## src/rtl/pc_stack_unit_if.sv

```systemverilog
// pc_stack_unit_if: controller-to-PC/stack bundle; master is the instruction controller.
interface pc_stack_unit_if #(
  parameter int ADDR_W   = 12,
  parameter int OFFSET_W = 8,
  parameter int DEPTH    = 8
);
  logic                       stall;
  logic                       sel_PCSrc_plus1;
  logic                       sel_PCSrc_offset;
  logic                       sel_PCSrc_const;
  logic                       sel_PCSrc_stack;
  logic                       push_stack;
  logic                       pop_stack;
  logic [OFFSET_W-1:0]        offset;
  logic [ADDR_W-1:0]          jump_addr;
  logic [ADDR_W-1:0]          pc;
  logic [$clog2(DEPTH):0]     stack_depth;
  logic                       stack_overflow;
  logic                       stack_underflow;
  modport master (
    output stall, sel_PCSrc_plus1, sel_PCSrc_offset, sel_PCSrc_const, sel_PCSrc_stack,
           push_stack, pop_stack, offset, jump_addr,
    input  pc, stack_depth, stack_overflow, stack_underflow
  );
  modport slave (
    input  stall, sel_PCSrc_plus1, sel_PCSrc_offset, sel_PCSrc_const, sel_PCSrc_stack,
           push_stack, pop_stack, offset, jump_addr,
    output pc, stack_depth, stack_overflow, stack_underflow
  );
endinterface

```

## src/rtl/pc_stack_unit.sv

```systemverilog
// pc_stack_unit: PC register plus LIFO return-address stack.
// Define PC_STACK_GUARD_EN to drop overflowing pushes / empty pops and raise sticky flags.
module pc_stack_unit #(
  parameter int              ADDR_W   = 12,
  parameter int              OFFSET_W = 8,
  parameter int              DEPTH    = 8,
  parameter logic [ADDR_W-1:0] RESET_PC = '0
) (
  input logic             clk,
  input logic             rst_n,
  pc_stack_unit_if.slave  bus
);
  localparam int AW = $clog2(DEPTH);
  localparam int SW = AW + 1;
  logic [ADDR_W-1:0] pc_q, pc_d, pc_inc, pc_off, top;
  logic [ADDR_W-1:0] mem_q [DEPTH];
  logic [ADDR_W-1:0] mem_d [DEPTH];
  logic [SW-1:0]     sp_q, sp_d, sp_inc, sp_dec;
  logic [AW-1:0]     sp_lo, top_idx;
  logic              full, empty, push, pop, ovf_q, ovf_d, unf_q, unf_d;
  assign push    = bus.push_stack & ~bus.stall;
  assign pop     = bus.pop_stack & ~bus.stall;
  assign sp_lo   = sp_q[AW-1:0];
  assign top_idx = sp_lo - AW'(1);
  assign top     = mem_q[top_idx];
  assign pc_inc  = pc_q + ADDR_W'(1);
  assign pc_off  = pc_q + ADDR_W'($signed(bus.offset));
`ifdef PC_STACK_GUARD_EN
  assign full   = sp_q == SW'(DEPTH);
  assign empty  = sp_q == '0;
  assign sp_inc = sp_q + SW'(1);
  assign sp_dec = sp_q - SW'(1);
`else
  // sp wraps modulo DEPTH, so its top bit stays 0 and the stack silently overwrites.
  assign full   = 1'b0;
  assign empty  = 1'b0;
  assign sp_inc = {1'b0, sp_lo + AW'(1)};
  assign sp_dec = {1'b0, top_idx};
`endif
  always_comb begin
    pc_d = bus.stall            ? pc_q :
           bus.sel_PCSrc_stack  ? (empty ? pc_inc : top) :
           bus.sel_PCSrc_const  ? bus.jump_addr :
           bus.sel_PCSrc_offset ? pc_off :
           bus.sel_PCSrc_plus1  ? pc_inc : pc_q;
    sp_d = (push && !pop && !full) ? sp_inc :
           (pop && !push && !empty) ? sp_dec : sp_q;
    mem_d = mem_q;
    if (push && (pop ? !empty : !full)) mem_d[pop ? top_idx : sp_lo] = pc_inc;
    ovf_d = ovf_q | (push & ~pop & full);
    unf_d = unf_q | (~bus.stall & (bus.pop_stack | bus.sel_PCSrc_stack) & empty);
  end
  always_ff @(posedge clk or negedge rst_n) begin
    if (!rst_n) begin
      pc_q  <= RESET_PC;
      sp_q  <= '0;
      mem_q <= '{default: '0};
      ovf_q <= 1'b0;
      unf_q <= 1'b0;
    end else begin
      pc_q  <= pc_d;
      sp_q  <= sp_d;
      mem_q <= mem_d;
      ovf_q <= ovf_d;
      unf_q <= unf_d;
    end
  end
  assign bus.pc              = pc_q;
  assign bus.stack_depth     = sp_q;
  assign bus.stack_overflow  = ovf_q;
  assign bus.stack_underflow = unf_q;
endmodule

```

## src/flat_wrapper.sv

```systemverilog
// flat-port wrapper written by rule: the top's interface ports become plain ports
module pc_stack_unit_flat 
#(
  parameter int              ADDR_W   = 12,
  parameter int              OFFSET_W = 8,
  parameter int              DEPTH    = 8,
  parameter logic [ADDR_W-1:0] RESET_PC = '0
)
  (clk, rst_n, bus_stall, bus_sel_PCSrc_plus1, bus_sel_PCSrc_offset, bus_sel_PCSrc_const, bus_sel_PCSrc_stack, bus_push_stack, bus_pop_stack, bus_offset, bus_jump_addr, bus_pc, bus_stack_depth, bus_stack_overflow, bus_stack_underflow);
  pc_stack_unit_if #(.ADDR_W(ADDR_W), .OFFSET_W(OFFSET_W), .DEPTH(DEPTH)) bus_i ();
  input logic clk;
  input logic rst_n;
  input wire logic [$bits(bus_i.stall)-1:0] bus_stall;
  input wire logic [$bits(bus_i.sel_PCSrc_plus1)-1:0] bus_sel_PCSrc_plus1;
  input wire logic [$bits(bus_i.sel_PCSrc_offset)-1:0] bus_sel_PCSrc_offset;
  input wire logic [$bits(bus_i.sel_PCSrc_const)-1:0] bus_sel_PCSrc_const;
  input wire logic [$bits(bus_i.sel_PCSrc_stack)-1:0] bus_sel_PCSrc_stack;
  input wire logic [$bits(bus_i.push_stack)-1:0] bus_push_stack;
  input wire logic [$bits(bus_i.pop_stack)-1:0] bus_pop_stack;
  input wire logic [$bits(bus_i.offset)-1:0] bus_offset;
  input wire logic [$bits(bus_i.jump_addr)-1:0] bus_jump_addr;
  output wire logic [$bits(bus_i.pc)-1:0] bus_pc;
  output wire logic [$bits(bus_i.stack_depth)-1:0] bus_stack_depth;
  output wire logic [$bits(bus_i.stack_overflow)-1:0] bus_stack_overflow;
  output wire logic [$bits(bus_i.stack_underflow)-1:0] bus_stack_underflow;
  assign bus_i.stall = bus_stall;
  assign bus_i.sel_PCSrc_plus1 = bus_sel_PCSrc_plus1;
  assign bus_i.sel_PCSrc_offset = bus_sel_PCSrc_offset;
  assign bus_i.sel_PCSrc_const = bus_sel_PCSrc_const;
  assign bus_i.sel_PCSrc_stack = bus_sel_PCSrc_stack;
  assign bus_i.push_stack = bus_push_stack;
  assign bus_i.pop_stack = bus_pop_stack;
  assign bus_i.offset = bus_offset;
  assign bus_i.jump_addr = bus_jump_addr;
  assign bus_pc = bus_i.pc;
  assign bus_stack_depth = bus_i.stack_depth;
  assign bus_stack_overflow = bus_i.stack_overflow;
  assign bus_stack_underflow = bus_i.stack_underflow;
  pc_stack_unit #(.ADDR_W(ADDR_W), .OFFSET_W(OFFSET_W), .DEPTH(DEPTH), .RESET_PC(RESET_PC)) u_core (.clk(clk), .rst_n(rst_n), .bus(bus_i));
endmodule
```

## config.mk

```make
export PLATFORM = sky130hd
export DESIGN_NAME = pc_stack_unit_flat
export DESIGN_NICKNAME = d
export VERILOG_FILES = /design/src/rtl/pc_stack_unit_if.sv /design/src/rtl/pc_stack_unit.sv /design/src/flat_wrapper.sv
export SDC_FILE = /design/constraint.sdc
export NUM_CORES = 1
export LEC_CHECK = 0
export CORE_MARGIN = 4
export CORE_UTILIZATION = 34
export DETAILED_ROUTE_END_ITERATION = 10
export PLACE_DENSITY = 0.55
export SYNTH_ARGS = -nofsm -noshare
export SYNTH_HDL_FRONTEND = slang
export SYNTH_SLANG_ARGS = --single-unit
```

## constraint.sdc

```tcl
create_clock -name clk -period 2.8 [get_ports clk]
set_input_delay 0.56 -clock clk [delete_from_list [all_inputs] [get_ports clk]]
set_output_delay 0.56 -clock clk [all_outputs]
set_load 0.02 [all_outputs]
```

Word-level counts from Yosys, hierarchy flattened

Cells that the tools add are included.

Add/sub/neg operators: 4
$mul: 0
Div/mod/pow operators: 0
$lt $le $gt $ge: 3
Equality and inequality tests: 0
Shift operators: 0
Muxes and demuxes: 13
Bitwise operators: 5
Reduce and logical (&&, ||, !) cells: 8

Operators by type and width:

| cell                                                                         | number |
|---|---|
| 96-bit bitwise mux                                                           | 1 |
| 12-bit two-way mux                                                           | 7 |
| 12-bit binary-select mux with 3-bit select                                   | 1 |
| 12-bit demux with 3-bit select                                               | 1 |
| 12-bit by 1-bit adder with 12-bit output, second input constant              | 1 |
| 12-bit adder                                                                 | 1 |
| 4-bit >= comparator, second input constant                                   | 2 |
| 4-bit two-way mux                                                            | 2 |
| 3-bit NOT with 4-bit output                                                  | 2 |
| 4-bit by 1-bit less-than comparator with 1-bit output, second input constant | 1 |
| 4-bit nonzero test                                                           | 1 |
| 3-bit by 1-bit adder with 3-bit output, second input constant                | 1 |
| 1-bit logical AND                                                            | 3 |
| 3-bit two-way mux                                                            | 1 |
| 3-bit by 1-bit subtractor with 3-bit output, second input constant           | 1 |
| 1-bit bitwise AND                                                            | 2 |
| 1-bit zero test                                                              | 2 |
| 2-bit AND reduction                                                          | 1 |
| 2-bit nonzero test                                                           | 1 |
| 1-bit NOT                                                                    | 1 |

Register bits: 112
Latch bits: 0
Memory bits (writable): 0
ROM bits: 0
Input bits: 29
Output and inout bits: 18
Word-level logic and storage cells: 43
Memories: 0

Logic depth before layout (Yosys ltp)

Depth after elaboration: 9
Depth in mapped cells: 11
Gate-level depth less buffers: 8

Least setup slack after synthesis

OpenSTA, ideal clock, no wires.

Path type: reg-to-reg
Start point: reg u_core.sp_q[0], in the netlist u_core.bus.stack_depth[0]
End point: reg u_core.mem_q[10] (netlist name)
Library setup time: 0.125 ns
Data arrival time: 2.646 ns
Data required time: 2.675 ns
Setup slack: 0.029 ns
Stages on the path, launching flop included: 11
Buffers on the path: 3
Clock period less this slack: 2.771 ns
Path through: dfrtp_1 -> buf_6 -> buf_2 -> inv_1 -> ha_1 -> or3b_1 -> a2bb2oi_2 -> a2bb2oi_2 -> nor2_2 -> buf_4 -> mux2_2

Cells in the longest elaborated chain, start to end: 8
Elaborated cells on any way between the ends: 9
Classes of those cells: add/sub: 1; order compare: 2; mux: 4; bitwise: 1; reduce/logical: 1

Ends and longest elaborated chain:

| item                                                                                                                      | line                | source |
|---|---|---|
| from (decl)                                                                                                               | pc_stack_unit.sv:18 | `logic [SW-1:0] sp_q, sp_d, sp_inc, sp_dec;` |
| from (signal assigned)                                                                                                    | pc_stack_unit.sv:62 | `sp_q <= sp_d;` |
| 3-bit by 1-bit subtractor with 3-bit output                                                                               | pc_stack_unit.sv:24 | `assign top_idx = sp_lo - AW'(1);` |
| 3-bit two-way mux (*)                                                                                                     | pc_stack_unit.sv:49 | `if (push && (pop ? !empty : !full)) mem_d[pop ? top_idx : sp_lo] = pc_inc;` |
| 3-bit NOT with 4-bit output (*)                                                                                           | pc_stack_unit.sv:49 |  |
| 4-bit >= comparator (not written as such) / 4-bit by 1-bit less-than comparator with 1-bit output (equally long branches) | pc_stack_unit.sv:49 |  |
| 1-bit logical AND (not written as such)                                                                                   | pc_stack_unit.sv:49 |  |
| 12-bit two-way mux                                                                                                        | pc_stack_unit.sv:49 |  |
| 12-bit demux with 3-bit select (*)                                                                                        | pc_stack_unit.sv:49 |  |
| 96-bit bitwise mux (*)                                                                                                    | pc_stack_unit.sv:49 |  |
| to (signal assigned)                                                                                                      | pc_stack_unit.sv:63 | `mem_q <= mem_d;` |
| to (decl)                                                                                                                 | pc_stack_unit.sv:16 | `logic [ADDR_W-1:0] mem_q [DEPTH];` |

Every way passes the cells marked *; elsewhere a longest branch is shown, timed or not.
A chain may end at the register's enable or synchronous reset.

Worst setup path after layout

Start point: reg u_core.sp_q[1], in the netlist u_core.bus.stack_depth[1]
End point: reg u_core.mem_q[17] (netlist name)

Same word-level chain as after synthesis.

==> flow_metrics.tcl <==
set metrics [dict create \
    drt_iter0_drc 185 \
    detail-route-antenna-nets 0 \
    cp.arrival_ns 2.72 \
    grt_setup_unrepaired "no" \
    worst-path-max-fanout 11 \
    global_route.usage.total_pct 15.6 \
    cpMostUsedCell "sky130_fd_sc_hd__a2bb2oi_2" \
    synth_xor_area_share_pct 2.45 \
    critPathTopFamily "simple AND/OR/NAND/NOR gates" \
    r2r_setup_slack_ns 0.32 \
    cts.htree.levels 3 \
    endpoint_kind "flop" \
    design.die.area_um2 21100 \
    combinational_family_with_the_most_area_after_synthesis "multiplexers" \
    number_of_antenna_violations_at_the_first_check_in_global_routing 0 \
    die-height_um 145 \
    floorplan.initialDensity_pct 35.1 \
    crit_slowest_cell "sky130_fd_sc_hd__dfrtp_1" \
    vias 4441 \
    max_stage_delay_ns 0.46 \
    vdd_ir_drop_max_mv 0.677 \
    grt_first_pass_wirelength_mm 26.3 \
    synth_enable_flop_cells 0 \
    cts-buffers-inserted 9 \
    setup.worst_path.start_class "flop" \
    count_of_warnings_emitted_by_yosys 0 \
    globalRoute.totalOverflow 0 \
    portBuffers 43 \
    post_route_cells_drive_above_1_share_pct 32.0 \
    synth_simple_gate_area_share_pct 8.38 \
    post-route-min-period_ns 2.48 \
    post_cts.repair.setup_buffers 0 \
    synth.cell_area_um2 6390 \
    achievable-frequency_mhz 403 \
    reg2reg_to "u_core.mem_q[17]$_DFFE_PN0P_" \
    power-per-cell-area_nw_per_um2 1200 \
    timing.final.hold_violations 0 \
    drt_wl_total_mm 16.1 \
    crit_path_cell_trace "inv_1, ha_1, or3b_1, a2bb2oi_2, a2bb2oi_2, nor2_2, buf_12, mux2_2" \
    postSynth.topFlopCell "sky130_fd_sc_hd__dfrtp_1" \
    ys_async_sr_fraction_pct 100 \
    area.growth.synth_to_final_pct 18.8 \
    synth.avg_cell_area_um2 12.4 \
    final_max_slew_viol_count 0 \
    setup_violations 0 \
    chipWidth_um 145 \
    timing.critical_path.buf_inv 2 \
    diodes 0 \
    drc 0 \
    seq_total_area_yosys_pct 43.4 \
    ctsResizeCount 0 \
    number_of_global_route_vias_before_repair 4648 \
    min_period_over_period_pct 88.6 \
    fraction_of_the_mapped_netlist_area_in_compound_gates_pct 9.90 \
    detail_route.wl_per_cell_um 19.8 \
    clock-sinks 111 \
    final_worst_clock_skew_ns 0.00644 \
    clock_latency_ns 0.35 \
    relSlewSlack_pct 47.4 \
    clock_tree_from_tritoncts "done" \
    post_cts_hold_buffer_count 0 \
    synth_seq_cells 111 \
    drtPass1Iterations 4 \
    worstMarginPinSlew_ns 0.783 \
    leakagePower_nw 3.29 \
    final_nets 622 \
    number_of_placed_i_o_pins 47 \
    gp_congestion 0.826 \
    layout.cells.most_common_list "sky130_fd_sc_hd__dfrtp_1, sky130_fd_sc_hd__mux2_2, sky130_fd_sc_hd__clkdlybuf4s50_1, sky130_fd_sc_hd__buf_4, sky130_fd_sc_hd__nand2_1" \
    worst_hold_path_type "primary input to asynchronous set/reset pin" \
    power.total_w 0.00911 \
    number_of_instances_in_the_placed_design 795 \
    rr_worst_depth 8 \
    worstPathRequired_ns 3.03 \
    core_area_um2 18200 \
    syn_inst 516 \
    yosys-mux-area-fraction_pct 28.9 \
    cts.root.buffer_cell "sky130_fd_sc_hd__clkbuf_16" \
    layoutNonFillerInstCount 811 \
    outcome "complete, no violations" \
    placementRows 49 \
    cts.path.max_buffers 2 \
    reg2reg_from "u_core.bus.stack_depth[1]$_DFFE_PN0P_" \
    setup_tns_ns 0 \
    worst_setup_hold_path_clk_slew_ns 0.07 \
    worstSetupPathType "flop to flop" \
    cap_viol_max_count 0 \
    post_synthesis_cell_type_count 73 \
    layout_commonest_cell "sky130_fd_sc_hd__dfrtp_1" \
    detailed_place_hpwl_mm 11.5 \
    synth_adder_area_share_pct 3.25 \
    detail_route.vias_per_cell 5.48 \
    grt_max_degree 53 \
]
## layout make-up
type                            count  area [µm²]
Fill cell                        1692       10600
Multi-Input combinational cell    362        3390
Sequential cell                   111        2780
Timing Repair Buffer               77         758
Tap cell                          229         287
Clock buffer                       12         267
Inverter                           16        60.1
Clock inverter                      4        51.3
## stage by stage
stage          hold WS [ns]  utilization (%)  worst slack, ns  instance area, µm²
2_1_floorplan         0.264                -           0.0293                6400
3_3_place_gp          0.464             40.0           0.0202                7280
3_5_place_dp          0.489             40.0          -0.0255                7280
4_1_cts               0.176             41.7            0.320                7590
5_1_grt               0.200             41.7            0.198                7590
6_report              0.169             41.7            0.318                7590
## cells in the mapped netlist (all sizes together), types with 3 or more instances
master / count / area, µm²
clkbuf: 10 / 37.5
nor3: 9 / 45.0
a31oi: 5 / 31.3
a22oi: 3 / 22.5
nor2b: 5 / 31.3
ha: 15 / 188
a21oi: 14 / 70.1
nand2: 27 / 106
nand2b: 3 / 18.8
dfrtp: 111 / 2780
nor4: 5 / 31.3
nor2: 24 / 95.1
buf: 19 / 134
mux4: 24 / 541
or3: 4 / 25.0
xnor2: 11 / 104
xor2: 6 / 52.6
or2: 4 / 25.0
o21a: 4 / 30.0
o31ai: 8 / 60.1
a21o: 5 / 38.8
nand3: 5 / 30.0
o21ai: 20 / 100
mux2i: 17 / 170
nand4: 3 / 18.8
mux2: 95 / 1140
inv: 16 / 60.1
## worst max-delay path by stage
stage	start	cells past startpoint	endpoint
4_1_cts	u_core.bus.stack_depth[1]$_DFFE_PN0P_	8	u_core.mem_q[17]$_DFFE_PN0P_
5_1_grt	u_core.bus.stack_depth[1]$_DFFE_PN0P_	8	u_core.mem_q[17]$_DFFE_PN0P_
2_1_floorplan	u_core.bus.stack_depth[0]$_DFFE_PN0P_	10	u_core.mem_q[10]$_DFFE_PN0P_
3_3_place_gp	bus_offset[0]	9	u_core.bus.pc[10]$_DFFE_PN0P_
3_5_place_dp	bus_offset[0]	9	u_core.bus.pc[10]$_DFFE_PN0P_
6_report	u_core.bus.stack_depth[1]$_DFFE_PN0P_	8	u_core.mem_q[17]$_DFFE_PN0P_
## flip-flops by register name, indices dropped and copies added, names as in the netlist
register and flops:
u_core.bus.stack_depth 3, u_core.mem_q 96, u_core.bus.pc 12
## power by group
part / internal, W / switching [W] / leakage [nW]
Clock: 0.000770 / 0.000593 / 0.155
Sequential: 0.00238 / 0.000533 / 1.35
Combinational: 0.00253 / 0.00230 / 1.78
Total: 0.00568 / 0.00342 / 3.29
## routing by layer
layer	global-route usage, %	vias to the layer above	wire [µm]
met5	0	-	0
met4	6.08	0	365
met3	2.28	24	613
met2	26.0	103	7700
met1	20.6	2261	7370
li1	-	2053	-
## cell families (layout without fill, tap and decap cells)
group,Yosys count,count (layout)
compound gates,88,88
xor+xnor,17,17
fa+ha+maj,16,16
buf+inv,45,109
flops,111,111
mux,136,136
other cells,1,3
simple gates,102,102
No activity file was read; power rests on OpenSTA's default activity.
